## src/rtl/mem_port_arbiter.sv

```systemverilog
// Shares one single-port synchronous RAM between the fetch (IF) and data (D) ports.
// D wins contention unless IF has been denied MAX_IF_WAIT consecutive cycles.
module mem_port_arbiter #(
    parameter int ADDR_WIDTH  = 32,
    parameter int DATA_WIDTH  = 32,
    parameter int MAX_IF_WAIT = 4
) (
    input  logic                  clk,
    input  logic                  reset,
    input  logic                  if_req_i,
    input  logic [ADDR_WIDTH-1:0] if_addr_i,
    output logic                  if_gnt_o,
    output logic                  if_rvalid_o,
    output logic [DATA_WIDTH-1:0] if_rdata_o,
    input  logic                  d_req_i,
    input  logic                  d_we_i,
    input  logic [ADDR_WIDTH-1:0] d_addr_i,
    input  logic [DATA_WIDTH-1:0] d_wdata_i,
    output logic                  d_gnt_o,
    output logic                  d_rvalid_o,
    output logic [DATA_WIDTH-1:0] d_rdata_o,
    output logic                  mem_en_o,
    output logic                  mem_we_o,
    output logic [ADDR_WIDTH-1:0] mem_addr_o,
    output logic [DATA_WIDTH-1:0] mem_wdata_o,
    input  logic [DATA_WIDTH-1:0] mem_rdata_i
);
    localparam int CW = $clog2(MAX_IF_WAIT + 1);

    typedef enum logic [1:0] {IDLE, IF_RD, D_RD} state_t;

    state_t        r_state;
    logic [CW-1:0] r_starve_cnt;
    logic          r_if_rvalid;
    logic          r_d_rvalid;

    logic          w_if_wins;
    logic          w_gnt_if;
    logic          w_gnt_d;

    always_comb begin
        w_if_wins = (r_starve_cnt == CW'(MAX_IF_WAIT));
        w_gnt_if  = !reset && if_req_i && (!d_req_i || w_if_wins);
        w_gnt_d   = !reset && d_req_i && !w_gnt_if;
    end

    // Address/data bus is forced to zero whenever nothing is granted
    always_comb begin
        mem_en_o    = w_gnt_if || w_gnt_d;
        mem_we_o    = w_gnt_d && d_we_i;
        mem_addr_o  = '0;
        mem_wdata_o = '0;
        if (w_gnt_if) begin
            mem_addr_o = if_addr_i;
        end else if (w_gnt_d) begin
            mem_addr_o  = d_addr_i;
            mem_wdata_o = d_wdata_i;
        end
    end

    assign if_gnt_o = w_gnt_if;
    assign d_gnt_o  = w_gnt_d;

    // State tracks which requester owns the read returning next cycle
    always_ff @(posedge clk) begin
        if (reset) begin
            r_state      <= IDLE;
            r_starve_cnt <= '0;
            r_if_rvalid  <= 1'b0;
            r_d_rvalid   <= 1'b0;
        end else begin
            case (1'b1)
                w_gnt_if:            r_state <= IF_RD;
                (w_gnt_d && !d_we_i): r_state <= D_RD;
                default:             r_state <= IDLE;
            endcase
            r_if_rvalid <= w_gnt_if;
            r_d_rvalid  <= w_gnt_d && !d_we_i;
            if (if_req_i && !w_gnt_if) begin
                if (!w_if_wins)
                    r_starve_cnt <= r_starve_cnt + CW'(1);
            end else begin
                r_starve_cnt <= '0;
            end
        end
    end

    // Reset is applied combinationally so a pre-reset grant never returns data
    always_comb begin
        if_rvalid_o = !reset && r_if_rvalid && (r_state == IF_RD);
        d_rvalid_o  = !reset && r_d_rvalid && (r_state == D_RD);
        if_rdata_o  = if_rvalid_o ? mem_rdata_i : '0;
        d_rdata_o   = d_rvalid_o  ? mem_rdata_i : '0;
    end

endmodule

```

## config.mk

```make
export PLATFORM = sky130hd
export DESIGN_NAME = mem_port_arbiter
export DESIGN_NICKNAME = d
export VERILOG_FILES = /design/src/rtl/mem_port_arbiter.sv
export SDC_FILE = /design/constraint.sdc
export NUM_CORES = 1
export LEC_CHECK = 0
export BUFFER_PORTS_ARGS = -buffer_cell sky130_fd_sc_hd__buf_4
export CAP_MARGIN = 40
export CORE_AREA = 2 2 103 105
export CTS_CLUSTER_DIAMETER = 80
export DETAILED_ROUTE_END_ITERATION = 8
export DIE_AREA = 0 0 105 107
export PLACE_DENSITY_LB_ADDON = 0.25
export SLEW_MARGIN = 40
export SYNTH_ARGS = -nofsm -noshare
export SYNTH_HDL_FRONTEND = slang
export SYNTH_SLANG_ARGS = --single-unit
```

## constraint.sdc

```tcl
create_clock -name clk -period 1.8 [get_ports clk]
set_input_delay 0.27 -clock clk [delete_from_list [all_inputs] [get_ports clk]]
set_output_delay 0.27 -clock clk [all_outputs]
set_load 0.005 [all_outputs]
```

Word level (Yosys, flattened, before mapping). Index checks and enable logic that the tools add are counted.

$add $sub $neg: 1. Equality and inequality tests: 3. Muxes and demuxes: 8. Bitwise logic cells: 1. Reduce and logical (&&, ||, !) cells: 19.

Operators by type and width (number): two-way mux 32 bit (6); logical AND 1 bit (11); zero test 1 bit (4); OR reduction 2 bit (2); adder 3 x 1 -> 3 bit, second input constant (1); equality test 3 bit, second input constant (1); equality test 2 x 1 -> 1 bit, second input constant (1); equality test 2 bit, second input constant (1); logical OR 1 bit (2); two-way mux 2 bit (1); two-way mux 1 bit (1); inverter 1 bit (1).

Register bits after elaboration: 7. Bits of input ports: 133. Output and inout bits: 134. Word-level logic and storage cells: 37.

Logic depth before layout (Yosys ltp). Gate-level depths: netlist (run 1).

Word-level depth: 8. Mapped depth: 6. Depth with buffers taken out: 4.

Worst setup path after synthesis (run 1). No wires, ideal clock.

Kind: reg2out. Start: register r_starve_cnt[0]. End: output port mem_addr_o[10]. Arrival time: 1289 ps. Required time: 1530 ps. Path slack: 241 ps. Cell stages (with the launch flop): 7. Buffers on the path: 2. Path through: dfxtp_1 > inv_1 > ha_1 > and3_1 > buf_2 > buf_2 > o22ai_1.

Word-level cells in the longest chain between the ends: 7.

RTL lines: start, declared (line 33) `logic [CW-1:0] r_starve_cnt;`; start signal, assigned (line 81) `r_starve_cnt <= r_starve_cnt + CW'(1);`; equality test 3 bit * (line 42) `w_if_wins = (r_starve_cnt == CW'(MAX_IF_WAIT));`; logical OR 1 bit * (line 43) `w_gnt_if = !reset && if_req_i && (!d_req_i || w_if_wins);`; logical AND 1 bit * (line 43); zero test 1 bit (line 44) `w_gnt_d = !reset && d_req_i && !w_gnt_if;`; logical AND 1 bit (line 44); two-way mux 32 bit (line 55) `end else if (w_gnt_d) begin`; two-way mux 32 bit * (line 53) `if (w_gnt_if) begin`; end, declared (line 24) `output logic [ADDR_WIDTH-1:0] mem_addr_o,`.

Every way passes the cells marked *; elsewhere a longest branch is shown, timed or not.

Worst setup path after layout (run 1).
Start: register r_starve_cnt[0]. End: output port mem_addr_o[28].

Same word-level chain as after synthesis.

==> flow_metrics.env, run 1 <==
export IMPL_final_common_cell="buf_4"
export IMPL_reg2reg_depth=5
export IMPL_top_usage_layer="met2"
export IMPL_outcome="completed"
export IMPL_cts_root_buf="clkbuf_8"
export IMPL_clk_pin_slew_ns=0.04
export IMPL_crit_family="buffers and inverters"
export IMPL_hold_viol_final=0
export IMPL_critPathCaptureType="output pin"
export IMPL_critical_path_buf_inv_count=3
export IMPL_synth_seq_cells=6
export IMPL_drv_slew=0
export IMPL_use_met2_pct=26.16
export IMPL_worstPathMaxFanout=24
export IMPL_clock_skew_final_ns=0.002852
export IMPL_final_cell_mix="272 x buf_4, 64 x nand3b_1, 64 x and2_1"
export IMPL_required_ns=1.53
export IMPL_first_iter_violations=186
export IMPL_crit_slowest_cell="dfxtp_2"
export IMPL_cts_inserted_buffers=3
export IMPL_antenna_found_initial=0
export IMPL_syn_area_sq_um=1738
export IMPL_vdd_ir_drop_worst_v=0.0001431
export IMPL_arrival_ns=1.49
export IMPL_tightestPinTransition_ns=0.4437
export IMPL_yosysSeqAreaShare_pct=6.911
export IMPL_diodes=0
export IMPL_place_area_sq_um=3880
export IMPL_io_buffers=266
export IMPL_grt_max_degree=52
export IMPL_die_width_um=105
export IMPL_io_pins=267
export IMPL_stdcell_area_sq_um=4043
export IMPL_dp_cells=637
export IMPL_max_stage_delay_ns=0.33
export IMPL_path_class="flop to output pin"
export IMPL_routedWlPerCell_um=13.89
export IMPL_yosysUniqueCellTypes=22
export IMPL_stdcell_count=640
export IMPL_clk_path_buf_depth=2
export IMPL_cellLeakagePower_uw=0.002148
export IMPL_die_y_um=107
export IMPL_drv_cap=0
export IMPL_overflow=0
export IMPL_setup_viol=0
export IMPL_crit_path_start_kind="flop"
export IMPL_cts_sinks=6
export IMPL_power_density_nw_per_um2=233.7
export IMPL_vias=2836
export IMPL_areaGrowthSynthToFinish_pct=132.6
export IMPL_nets=641
export IMPL_cts_htree_levels=1
export IMPL_grt_pass1_wl_um=13340
export IMPL_cp_cell_sequence="inv_1, ha_4, and3_4, buf_12, o22ai_1, buf_4"
export IMPL_met1_usage_pct=15.52
export IMPL_avgSynthCellArea_sq_um=6.762
export IMPL_ys_warn_count=0
export IMPL_slew_headroom_pct=70.42
export IMPL_wirelength_um=8892
export IMPL_rsz0062_at_grt="true"
export IMPL_fin_crit_sh_pct=97.87
export IMPL_syn_nets=392
export IMPL_use_met3_pct=4.559
export IMPL_clkLatencyLatePin_ns=0.22
export IMPL_min_period_ns=1.762
export IMPL_drive_gt1_share_pct=59.52
export IMPL_cts_tree="done"
export IMPL_worstHoldPathType="input pin to flop"
export IMPL_viasPerCell=4.431
export IMPL_first_global_vias=2684
export IMPL_min_path_cells=2
export IMPL_fp_dieArea_sq_um=11240
export IMPL_crit_cells=6
export IMPL_dp_hpwl_um=7084
export IMPL_drtAntennaViolNets=0
export IMPL_place_congestion=0.7596
export IMPL_max_freq_ghz=0.5676
export IMPL_cts_hold_buffers=0
export IMPL_core_area_sq_um=10090
export IMPL_core_rowCount=37
export IMPL_syn_instance_count=257
export IMPL_start_util_pct=17.22
export IMPL_drc_errors=0
export IMPL_dr_pass1_iters=6
export IMPL_grt_use_total_pct=14.28
synth_stat cells:
| master | number | share of area (%) |
|---|---|---|
| inv_1 | 2 | 0.43 |
| nand3b_1 | 64 | 28 |
| clkbuf_1 | 13 | 2.8 |
| and3_1 | 34 | 12 |
| nand3_1 | 1 | 0.29 |
| buf_1 | 1 | 0.22 |
| dfxtp_1 | 6 | 6.9 |
| o22ai_1 | 32 | 12 |
| nand2b_1 | 2 | 0.72 |
| o211a_1 | 1 | 0.58 |
| nor3_1 | 2 | 0.58 |
| and2_1 | 64 | 23 |
| and4b_1 | 1 | 0.58 |
| and4bb_1 | 1 | 0.72 |
| nor3b_2 | 1 | 0.72 |
| nor2b_1 | 1 | 0.36 |
| a21boi_4 | 1 | 1.1 |
| ha_1 | 2 | 1.4 |
| nor2_1 | 5 | 1.1 |
| buf_2 | 20 | 5.8 |
| nor3b_1 | 2 | 0.86 |
| and2b_1 | 1 | 0.43 |
final timing paths:
check,from,endpoint,slack [ns]
setup / recovery,r_starve_cnt[0]$_SDFFE_PP0N_,mem_addr_o[28],0.04
hold / removal,d_we_i,r_d_rvalid$_SDFF_PP0_,0.25
setup reg to reg,r_starve_cnt[0]$_SDFFE_PP0N_,r_starve_cnt[0]$_SDFFE_PP0N_,0.53
hold reg to reg,r_starve_cnt[0]$_SDFFE_PP0N_,r_starve_cnt[0]$_SDFFE_PP0N_,0.42
power breakdown:
| part | internal [uW] | switching, uW | total, uW | leakage [uW] |
|---|---|---|---|---|
| clock | 143 | 55.6 | 199 | 0.0000216 |
| combinational | 392 | 214 | 606 | 0.00208 |
| sequential | 138 | 1.87 | 140 | 0.0000494 |
kinds of logic after synthesis:
family                   share of synthesized area [%]
adder cells (fa/ha/maj)                          1.440
buffers and inverters                            9.216
AO/OA/AOI/OAI                                    13.17
AND/OR/NAND/NOR                                  69.26
flip-flops                                       6.912
flip-flops by register name (all words and copies together) (netlist names):
name	count
r_starve_cnt	3
r_state	2
r_d_rvalid	1
metal layers:
layer | vias to the layer above | routed length [um]
met5 | - | 0
met4 | 0 | 136
li1 | 1407 | -
met1 | 1271 | 3252
met3 | 10 | 877
met2 | 148 | 4627
stage by stage:
stage / total power (uW) / worst slack, ns / hold slack, ns / setup TNS, ns / util, %
floorplan: 335.0 / 0.2405 / 0.3493 / 0 / -
global placement: 725.7 / 0.08027 / 0.4384 / 0 / 38.45
detailed placement: 734.2 / 0.01403 / 0.4467 / 0 / 38.45
CTS: 954.8 / 0.007832 / 0.2519 / 0 / 39.75
global route: 1009 / -0.01884 / 0.2608 / -0.1516 / 40.06
finish: 944.7 / 0.03834 / 0.2543 / 0 / 40.06
final cells by class:
type / count / area, sq um
multi-input combinational: 215 / 1558
sequential: 6 / 121.4
tap: 136 / 170.2
timing repair buffer: 278 / 2145
inverter: 2 / 7.507
clock buffer: 3 / 41.29
fill: 1033 / 6050
what timing repair did:
action	CTS	global route
resized for setup	17	6
gates cloned	0	0
setup buffers	0	0
endpoints found under the setup margin	67	66
Power figures use the tool's default switching activity.
==> inputs of run 2 (changes only) <==
ABC_AREA = 1   (was default)
CELL_PAD_IN_SITES_DETAIL_PLACEMENT = 0   (was default)
CELL_PAD_IN_SITES_GLOBAL_PLACEMENT = 1   (was default)
CORE_AREA = default   (was 2 2 103 105)
CORE_UTILIZATION = 13   (was default)
DIE_AREA = default   (was 0 0 105 107)
SKIP_CTS_REPAIR_TIMING = 1   (was default)
==> run 2 against run 1 <==
Synthesized cell count rose by 25%. Fmax grew 0.84%. Combinational power is essentially flat. Core utilization is 4.3 points lower. Register-to-register slack gained 0.03 ns. Worst setup slack improved by 0.015 ns. Sequential power about the same. Highest routed layer unchanged. Count of clock-buffer cells in the layout did not move.
==> flow_metrics.env, run 2 <==
export IMPL_outcome="completed"
export IMPL_power_uw=1102
export IMPL_fp_dieArea_sq_um=11800
export IMPL_ys_warn_count=0
export IMPL_crit_path_start_kind="flop"
export IMPL_slew_headroom_pct=76.88
export IMPL_overflow=0
export IMPL_top_regs="r_starve_cnt: 3 flops, r_state: 2 flops, r_d_rvalid: 1 flops"
export IMPL_required_ns=1.53
export IMPL_cts_sinks=6
export IMPL_place_congestion=0.6962
export IMPL_yosysSeqAreaShare_pct=8.129
export IMPL_dr_pass1_iters=4
export IMPL_drive_gt1_share_pct=51.53
export IMPL_vias=2852
export IMPL_clk_pin_slew_ns=0.03
export IMPL_max_freq_ghz=0.5724
export IMPL_fin_crit_sh_pct=97.05
export IMPL_synth_top_area_cell="nor2_1"
export IMPL_cellLeakagePower_uw=0.002549
export IMPL_clkLatencyLatePin_ns=0.23
export IMPL_first_iter_violations=121
export IMPL_critPathCaptureType="output pin"
export IMPL_synth_flop_cell="dfxtp_1"
export IMPL_largest_register_ffs=3
export IMPL_synth_seq_cells=6
export IMPL_final_cell_mix="280 x buf_4, 102 x nor2_1, 74 x inv_1"
export IMPL_hold_viol_final=0
export IMPL_cts_tree="done"
export IMPL_synthArstFlopShare_pct=0
export IMPL_areaGrowthSynthToFinish_pct=164.8
export IMPL_vdd_ir_drop_worst_v=0.0001660
export IMPL_die_width_um=108.6
export IMPL_power_density_nw_per_um2=281.7
export IMPL_synthTopCellsByArea="nor2_1 26%, nand3_1 22%, inv_1 19%"
export IMPL_drv_cap=0
export IMPL_diodes=0
export IMPL_path_class="flop to output pin"
export IMPL_core_area_sq_um=10940
export IMPL_syn_nets=455
export IMPL_final_common_cell="buf_4"
export IMPL_routedWlPerCell_um=11.20
export IMPL_fill_cells=1221
export IMPL_met1_usage_pct=11.23
export IMPL_dp_hpwl_um=6248
export IMPL_first_global_vias=2441
export IMPL_grt_max_degree=37
export IMPL_nets=727
export IMPL_synth_top_area_share_pct=26.16
export IMPL_drtAntennaViolNets=0
export IMPL_io_pins=267
export IMPL_grt_use_total_pct=11.12
export IMPL_cts_htree_levels=1
export IMPL_synth_commonest_cells="103 x nor2_1, 76 x inv_1, 64 x nand3_1"
export IMPL_wirelength_um=8176
export IMPL_yosysUniqueCellTypes=15
export IMPL_yosysMostFrequentCell="nor2_1"
export IMPL_die_y_um=108.6
export IMPL_top_register="r_starve_cnt"
export IMPL_io_buffers=266
export IMPL_min_period_ns=1.747
export IMPL_cts_inserted_buffers=3
export IMPL_syn_instance_count=320
export IMPL_synth_edff_count=0
export IMPL_stdcell_area_sq_um=3913
export IMPL_syn_area_sq_um=1478
export IMPL_place_area_sq_um=3611
export IMPL_setup_viol=0
export IMPL_clk_path_buf_depth=2
export IMPL_start_util_pct=13.51
export IMPL_core_rowCount=38
export IMPL_viasPerCell=3.907
export IMPL_grt_pass1_wl_um=10630
export IMPL_avgSynthCellArea_sq_um=4.618
export IMPL_cts_root_buf="clkbuf_16"
export IMPL_arrival_ns=1.48
export IMPL_top_usage_layer="met2"
export IMPL_use_met2_pct=23.19
export IMPL_drc_errors=0
export IMPL_use_met3_pct=1.375
export IMPL_clock_skew_final_ns=0.002824
export IMPL_worstHoldPathType="input pin to flop"
export IMPL_tightestPinTransition_ns=0.3468
export IMPL_drv_slew=0
export IMPL_worstPathMaxFanout=7
export IMPL_antenna_found_initial=0
[run 2: area by class of cell]
cell class	instances	area, sq um	area share [%]
Tap cell	140	175.2	4.477
Sequential cell	6	122.6	3.134
Multi-Input combinational cell	217	1023	26.16
Inverter	78	292.8	7.483
Clock buffer	3	75.07	1.919
Timing Repair Buffer	286	2223	56.83
[run 2: cell families (layout without fill, tap and decap cells)]
family	after synthesis	count (layout)	synth area share [%]
adder cells (fa/ha/maj)	2	2	1.693
XOR/XNOR	1	1	0.5928
AO/OA/AOI/OAI	1	1	0.3384
AND/OR/NAND/NOR	211	213	61.05
buffers and inverters	99	367	28.20
flip-flops	6	6	8.129
[run 2: worst paths after layout]
check             cells past startpoint  slack (ns)                      endpoint                         start
setup / recovery                      9        0.05                mem_addr_o[25]  r_starve_cnt[1]$_SDFFE_PP0N_
setup reg to reg                      8        0.56  r_starve_cnt[0]$_SDFFE_PP0N_  r_starve_cnt[1]$_SDFFE_PP0N_
hold / removal                        2        0.22         r_d_rvalid$_SDFF_PP0_                        d_we_i
hold reg to reg                       2        0.52  r_starve_cnt[0]$_SDFFE_PP0N_  r_starve_cnt[0]$_SDFFE_PP0N_
[run 2: critical path, cell delays in order, from the launching register on]
cell	delay, ns
dfxtp_2	0.32
inv_2	0.08
ha_4	0.14
nand2_4	0.06
nand2_8	0.11
nand2_8	0.10
clkbuf_16	0.19
nand3_1	0.06
nand2_1	0.06
buf_4	0.13
[run 2: through the flow]
stage | cells | hold WS, ns | utilization (%) | TNS (ns) | setup WS, ns
3_3_place_gp | 713 | 0.4379 | 33.02 | 0 | 0.06593
5_1_grt | 730 | 0.2345 | 35.78 | -0.03641 | -0.01261
4_1_cts | 716 | 0.2195 | 33.71 | -8.591 | -0.2089
6_report | 730 | 0.2170 | 35.78 | 0 | 0.05308
2_1_floorplan | 320 | 0.3424 | - | 0 | 0.3676
3_5_place_dp | 713 | 0.4546 | 33.02 | 0 | 0.03244
[run 2: report_power, final]
part / leakage, uW / internal, uW / switching [uW]
Clock: 0.0000370 / 285 / 70.1
Combinational: 0.00246 / 367 / 241
Sequential: 0.0000498 / 138 / 1.74
Total: 0.00255 / 790 / 313
[run 2: layer usage]
layer / share of wire (%) / wire length, um / up-vias
li1: - / - / 1477
met1: 35 / 2866 / 1230
met2: 55 / 4515 / 143
met3: 9.1 / 740 / 2
met4: 0.66 / 54 / 0
met5: 0 / 0 / -
